### config.mk
export PLATFORM = sky130hd
export DESIGN_NAME = mem_ctrl
export DESIGN_NICKNAME = d
export VERILOG_FILES = /design/src/rtl/mem_ctrl_pkg.sv /design/src/rtl/mem_byte_seq.sv /design/src/rtl/mem_ctrl.sv
export SDC_FILE = /design/constraint.sdc
export NUM_CORES = 1
export LEC_CHECK = 0
export CAP_MARGIN = 20
export CORE_MARGIN = 2
export CORE_UTILIZATION = 43
export DETAILED_ROUTE_END_ITERATION = 10
export PLACE_DENSITY = 0.83
export SLEW_MARGIN = 20
export SYNTH_ARGS = -nofsm -noshare
export SYNTH_HDL_FRONTEND = slang
export SYNTH_HIERARCHICAL = 1
export SYNTH_SLANG_ARGS = --single-unit
### constraint.sdc
create_clock -name clk -period 3.35 [get_ports clk]
set_clock_uncertainty 0.15 [all_clocks]
set_input_delay 0.67 -clock clk [delete_from_list [all_inputs] [get_ports clk]]
set_output_delay 0.67 -clock clk [all_outputs]
set_load 0.005 [all_outputs]
### src/rtl/mem_ctrl_pkg.sv
// Shared types and constants for the memory controller.
//   mc_state_t : controller FSM states (idle / byte sequencing / ready pulse)
//   owner_t    : which requester owns the current access
//   LEN_*      : mem_len encodings; len_bytes() maps them to a byte count
package mem_ctrl_pkg;

    typedef enum logic [1:0] {
        MC_IDLE = 2'd0,
        MC_BUSY = 2'd1,
        MC_DONE = 2'd2
    } mc_state_t;

    typedef enum logic {
        OWN_IF  = 1'b0,
        OWN_MEM = 1'b1
    } owner_t;

    localparam logic [1:0] LEN_BYTE = 2'b00;
    localparam logic [1:0] LEN_HALF = 2'b01;
    localparam logic [1:0] LEN_WORD = 2'b10;

    localparam logic [2:0] WORD_BYTES = 3'd4;

    // 2'b11 is treated as a word access.
    function automatic logic [2:0] len_bytes(input logic [1:0] len);
        case (len)
            LEN_BYTE: return 3'd1;
            LEN_HALF: return 3'd2;
            default:  return WORD_BYTES;
        endcase
    endfunction

endpackage

### src/rtl/mem_byte_seq.sv
// Byte sequencer for the 8-bit RAM port: walks base+cnt one byte per cycle,
// drives write bytes little-endian, and assembles read bytes into a 32-bit buffer.
// Ports:
//   clk, reset_n          clock, async active-low reset
//   start                 latch base/nbytes/wr/wdata, clear cnt and buffer
//   base, nbytes, wr,     access descriptor captured on start
//   wdata
//   active                controller is in its byte-sequencing state
//   last                  final sequencing cycle (read: cnt==N, write: cnt==N-1)
//   rdata                 assembled read buffer, upper bytes zero for short reads
//   ram_addr/we/dout/din  RAM port
module mem_byte_seq
    import mem_ctrl_pkg::*;
#(
    parameter int ADDR_W = 32
) (
    input  logic              clk,
    input  logic              reset_n,
    input  logic              start,
    input  logic [ADDR_W-1:0] base,
    input  logic [2:0]        nbytes,
    input  logic              wr,
    input  logic [31:0]       wdata,
    input  logic              active,
    output logic              last,
    output logic [31:0]       rdata,
    output logic [ADDR_W-1:0] ram_addr,
    output logic              ram_we,
    output logic [7:0]        ram_dout,
    input  logic [7:0]        ram_din
);

    logic [ADDR_W-1:0] base_q;
    logic [2:0]        n_q;
    logic [2:0]        cnt;
    logic              wr_q;
    logic [31:0]       wdata_q;
    logic [31:0]       byte_buf;
    logic [1:0]        fill_idx;
    logic              drive;

    // RAM read data lags the address by one cycle, so cycle c stores byte c-1.
    assign fill_idx = 2'(cnt - 3'd1);

    always_ff @(posedge clk or negedge reset_n) begin
        if (!reset_n) begin
            base_q   <= '0;
            n_q      <= '0;
            cnt      <= '0;
            wr_q     <= 1'b0;
            wdata_q  <= '0;
            byte_buf <= '0;
        end else if (start) begin
            base_q   <= base;
            n_q      <= nbytes;
            wr_q     <= wr;
            wdata_q  <= wdata;
            cnt      <= '0;
            byte_buf <= '0;
        end else if (active) begin
            cnt <= cnt + 3'd1;
            if (!wr_q && cnt != 3'd0) begin
                byte_buf[8*fill_idx +: 8] <= ram_din;
            end
        end
    end

    always_comb begin
        drive    = active && (cnt < n_q);
        last     = wr_q ? (cnt == n_q - 3'd1) : (cnt == n_q);
        ram_addr = '0;
        ram_we   = 1'b0;
        ram_dout = '0;
        if (drive) begin
            // Modulo 2^ADDR_W: the add simply wraps.
            ram_addr = base_q + ADDR_W'(cnt);
            ram_we   = wr_q;
            if (wr_q) begin
                ram_dout = wdata_q[8*cnt[1:0] +: 8];
            end
        end
    end

    assign rdata = byte_buf;

endmodule

### src/rtl/mem_ctrl.sv
// Shares one 8-bit synchronous RAM port between instruction fetch and the
// MEM stage. Arbitrates, runs the IDLE/BUSY/DONE FSM, handles branch flush,
// and returns a one-cycle ready pulse to the requester that owned the access.
// Ports:
//   clk, reset_n                 clock, async active-low reset
//   if_read, if_addr             fetch request (always 4 bytes)
//   if_ready, if_data            fetch completion pulse and instruction
//   flush                        abort pending / in-flight fetch
//   mem_read, mem_write,         load/store request, address, length,
//   mem_addr, mem_len, mem_wdata store data
//   mem_ready, mem_rdata         load/store completion pulse, zero-extended load data
//   ram_addr, ram_we, ram_dout,  RAM port (read data valid one cycle after address)
//   ram_din
module mem_ctrl
    import mem_ctrl_pkg::*;
#(
    parameter int ADDR_W  = 32,
    parameter int IF_PRIO = 0
) (
    input  logic              clk,
    input  logic              reset_n,
    input  logic              if_read,
    input  logic [ADDR_W-1:0] if_addr,
    output logic              if_ready,
    output logic [31:0]       if_data,
    input  logic              flush,
    input  logic              mem_read,
    input  logic              mem_write,
    input  logic [ADDR_W-1:0] mem_addr,
    input  logic [1:0]        mem_len,
    input  logic [31:0]       mem_wdata,
    output logic              mem_ready,
    output logic [31:0]       mem_rdata,
    output logic [ADDR_W-1:0] ram_addr,
    output logic              ram_we,
    output logic [7:0]        ram_dout,
    input  logic [7:0]        ram_din
);

    mc_state_t         state, state_next;
    owner_t            owner, pick;
    logic              if_req, mem_req;
    logic              start;
    logic [ADDR_W-1:0] seq_base;
    logic [2:0]        seq_n;
    logic              seq_wr;
    logic              seq_last;
    logic [31:0]       seq_rdata;
    logic [31:0]       if_hold, mem_hold;

    always_ff @(posedge clk or negedge reset_n) begin
        if (!reset_n) begin
            state    <= MC_IDLE;
            owner    <= OWN_IF;
            if_hold  <= '0;
            mem_hold <= '0;
        end else begin
            state <= state_next;
            if (start) begin
                owner <= pick;
            end
            if (if_ready) begin
                if_hold <= seq_rdata;
            end
            if (mem_ready) begin
                mem_hold <= seq_rdata;
            end
        end
    end

    always_comb begin
        state_next = state;
        start      = 1'b0;
        if_req     = if_read && !flush;
        mem_req    = mem_read || mem_write;
        pick       = (mem_req && (!if_req || IF_PRIO == 0)) ? OWN_MEM : OWN_IF;
        seq_base   = (pick == OWN_MEM) ? mem_addr : if_addr;
        seq_n      = (pick == OWN_MEM) ? len_bytes(mem_len) : WORD_BYTES;
        seq_wr     = (pick == OWN_MEM) && mem_write;

        case (state)
            MC_IDLE: begin
                if (if_req || mem_req) begin
                    start      = 1'b1;
                    state_next = MC_BUSY;
                end
            end
            MC_BUSY: begin
                if (owner == OWN_IF && flush) begin
                    state_next = MC_IDLE;
                end else if (seq_last) begin
                    state_next = MC_DONE;
                end
            end
            MC_DONE: state_next = MC_IDLE;
            default: state_next = MC_IDLE;
        endcase
    end

    // Flush during an IF-owned DONE suppresses the pulse combinationally.
    assign if_ready  = (state == MC_DONE) && (owner == OWN_IF) && !flush;
    assign mem_ready = (state == MC_DONE) && (owner == OWN_MEM);
    assign if_data   = if_ready  ? seq_rdata : if_hold;
    assign mem_rdata = mem_ready ? seq_rdata : mem_hold;

    mem_byte_seq #(
        .ADDR_W(ADDR_W)
    ) u_seq (
        .clk      (clk),
        .reset_n  (reset_n),
        .start    (start),
        .base     (seq_base),
        .nbytes   (seq_n),
        .wr       (seq_wr),
        .wdata    (mem_wdata),
        .active   (state == MC_BUSY),
        .last     (seq_last),
        .rdata    (seq_rdata),
        .ram_addr (ram_addr),
        .ram_we   (ram_we),
        .ram_dout (ram_dout),
        .ram_din  (ram_din)
    );

endmodule

==> impl_metrics.json <==
{
  "syn_avg_cell_area_um2": 12.12,
  "hold_path_class": "input pin to async pin",
  "cp_cell_sequence": "ha_2 -> inv_2 -> fa_2 -> and2b_2 -> o2111ai_4 -> buf_6 -> or4_4 -> a21oi_2 -> buf_2",
  "violated_checks": "setup timing",
  "worstReg2RegEnd": "u_seq/rdata[22]$_DFFE_PN0P_",
  "worst-r2r-setup-slack_ps": 1140,
  "syn-instance-count": 684,
  "core_area_mm2": 0.01883,
  "cts_max_path_buffers": 2,
  "cpLargestDelayFamily": "simple AND/OR/NAND/NOR gates",
  "finalHoldViolCount": 0,
  "cts.clk_slew.worst_paths_ps": 70,
  "final_common_cell": "clkdlybuf4s50_1",
  "die-area_mm2": 0.02040,
  "chipHeight_um": 142.8,
  "synth.cell_area_mm2": 0.008287,
  "worstSkewPairLatency_ps": 430,
  "slowest_stage": "or4_4",
  "dr_total_vias": 6516,
  "min_period_ps": 3577,
  "cp_slowest_stage_delay_ps": 510,
  "floorplan.initialDensity_pct": 44.01,
  "crit_path_kind": "register to output pin",
  "synth-main-ff-cell": "dfrtp_1",
  "tightest_slew_ps": 693.2,
  "asyncSetResetFlopFracSynth_pct": 100.0,
  "die_w_um": 142.8,
  "timing.critical_path.arrival_ps": 2760,
  "number_of_clock_buffers_inserted_by_tritoncts": 17,
  "grt_util_all_layers_pct": 21.78,
  "worst-path-buf-inv": 3,
  "wirelength_mm": 22.19,
  "grt_util_met1_pct": 27.82,
  "cts-htree-levels": 4,
  "placement.io_buffers": 218,
  "achievable-frequency_mhz": 279.5,
  "synth-edff-count": 0,
  "outcome": "complete, but fails checks",
  "global_route_overflow": 0,
  "crit_path_start": "u_seq/cnt[0]$_DFFE_PN0N_",
  "global_route.peak_usage_layer": "met2",
  "number_of_nets_in_the_final_layout": 1068,
  "ios": 219,
  "pin_count_of_the_biggest_net_entering_global_routing": 70,
  "relSlewSlack_pct": 53.79,
  "max_slew_violation_count": 0,
  "place_congestion": 0.8033,
  "critical_path_peak_fanout": 4,
  "synth-seq-area-share_pct": 51.34,
  "drt_iter0_drc": 453,
  "vias_in_the_first_global_route": 6762,
  "timing.hold.ws_ps": 122.8,
  "timing.final.crit_share_pct": 106.8,
  "use_met3_pct": 5.131,
  "antenna_violations_before_repair": 0,
  "synth-warning-count": 6,
  "fin_ws_ps": -227.4,
  "startpoint_type": "register",
  "drive_gt1_share_pct": 33.16,
  "clock-root-buffer": "clkbuf_16",
  "worst-r2r-cell-count": 7,
  "peakVddDrop_mv": 0.4662,
  "vias_per_cell": 5.359,
  "route.antenna.remaining_nets": 0,
  "setup_viol": 11,
  "n_fill_cell": 1403,
  "power_density_mw_per_mm2": 760.5,
  "post_synth_main_area_contributors": "dfrtp_1 51%, mux2_2 21%, o21ai_0 2.5%",
  "power_leakage_nw": 5.379,
  "synth_nets": 809,
  "detailedPlace.worstSlack_ps": -128.0,
  "rr_startpoint": "u_seq/cnt[0]$_DFFE_PN0N_",
  "detail_route.wl_per_cell_um": 18.25,
  "rsz0062_at_grt": "true",
  "crit_required_ps": 2530,
  "tritoncts_num_sinks": 170,
  "floorplan.rows": 50,
  "detail_route.first_pass.iterations": 5,
  "clock_tree_from_tritoncts": "built",
  "wire_length_of_the_first_global_routing_pass_mm": 34.93,
  "max_cap_violations": 0,
  "synth_cell_type_count": 50,
  "area_delta_synth_final_pct": 44.04,
  "area_share_of_the_largest_cell_type_after_synthesis_pct": 51.34,
  "yosys_register_bits": 170,
  "synth.largest_area_cell": "dfrtp_1",
  "layout_common_cells": "176 x clkdlybuf4s50_1, 170 x dfrtp_1, 155 x mux2_2",
  "global_routing_usage_on_met2_pct": 36.44,
  "drc": 0,
  "insertedDiodeCount": 0,
  "place_hpwl_mm": 15.24,
  "timing.critical_path.to_type": "output pin"
}
## worst max-delay path by stage
| stage | to | slack (ps) | cells after the start |
|---|---|---|---|
| 2_1_floorplan | ram_addr[22] | 80 | 7 |
| 3_3_place_gp | ram_addr[14] | -50 | 9 |
| 3_5_place_dp | ram_addr[14] | -130 | 9 |
| 4_1_cts | ram_addr[26] | -230 | 10 |
| 5_1_grt | ram_addr[26] | -330 | 9 |
| 6_report | ram_addr[26] | -230 | 9 |
## report_power, final
| group | switching (mW) | leakage (nW) | internal [mW] | total [mW] |
|---|---|---|---|---|
| sequential | 0.524 | 2.21 | 2.65 | 3.17 |
| clock | 0.855 | 0.286 | 1.13 | 1.98 |
| combinational | 1.83 | 2.88 | 2.10 | 3.93 |
## registers in the layout, summed over array words and instances (netlist names)
register,cells
u_seq/cnt,3
u_seq/base_q,32
if_hold,32
u_seq/wr_q,1
u_seq/wdata_q,32
u_seq/n_q,3
u_seq/rdata,32
state,2
mem_hold,32
owner,1
## cell usage after synthesis (3+ instances only)
master,instances
a21oi_1,19
a22o_1,9
a41o_1,3
and3_1,7
and4_1,4
buf_1,6
buf_2,13
buf_6,3
clkbuf_1,12
dfrtp_1,170
ha_1,12
inv_1,40
mux2_2,155
mux2i_1,5
mux4_2,8
nand2_1,25
nand3_1,34
nand3b_1,5
nand4_1,9
nor2_1,20
nor2b_1,13
nor3_1,3
nor4_1,5
o21ai_0,42
o31ai_1,11
or3_1,6
or4_1,10
xnor2_1,3
xor2_1,10
## worst reg2reg max path: cells and delay by family, from the launching register on
| family | cells | cell delay, ps |
|---|---|---|
| simple gates | 3 | 820 |
| fa+ha+maj | 1 | 350 |
| compound gates | 1 | 110 |
| flops | 1 | 370 |
| buf+inv | 2 | 320 |
## final cells by class
class                           instances  area [µm²]  share of cell area (%)
Timing Repair Buffer                  276        2695                   22.58
Inverter                               40       150.1                   1.258
Multi-Input combinational cell        438        3921                   32.85
Clock inverter                         12       153.9                   1.289
Tap cell                              260       325.3                   2.725
Sequential cell                       170        4254                   35.64
Clock buffer                           20       436.7                   3.658
## through the flow
step | total power, mW | setup TNS (ps) | cells | cell area (µm²) | utilization (%)
final | 9.078 | -1283 | 1216 | 11940 | 63.39
after global routing | 9.622 | -2763 | 1216 | 11940 | 63.39
after detailed placement | 6.917 | -1596 | 1158 | 10930 | 58.03
after floorplan | 5.164 | 0 | 684 | 8287 | -
after CTS | 8.940 | -1506 | 1209 | 11760 | 62.44
after global placement | 6.800 | -438.7 | 1158 | 10930 | 58.03
## timing repair
| action | CTS | global route |
|---|---|---|
| buffers inserted | 19 | 8 |
| endpoints found under the setup margin | 73 | 46 |
| gates resized for setup | 107 | 60 |
| gates cloned | 1 | 1 |
| pin swaps | 31 | 16 |
| hold buffers | 0 | 0 |
## cells by family after synthesis
family	share of synthesized area, %
muxes	23.98
AOI/OAI and AO/OA	7.036
buffers and inverters	3.971
DFF	51.34
adders and majority gates	2.053
and+or+nand+nor	10.25
xor gates and xnor gates	1.374
## routing by layer
metal	up-vias	part of all wire [%]
li1	2995	-
met5	-	0
met4	0	2.5
met1	3288	42
met3	41	5.0
met2	192	50
(Power assumes the default switching activity.)
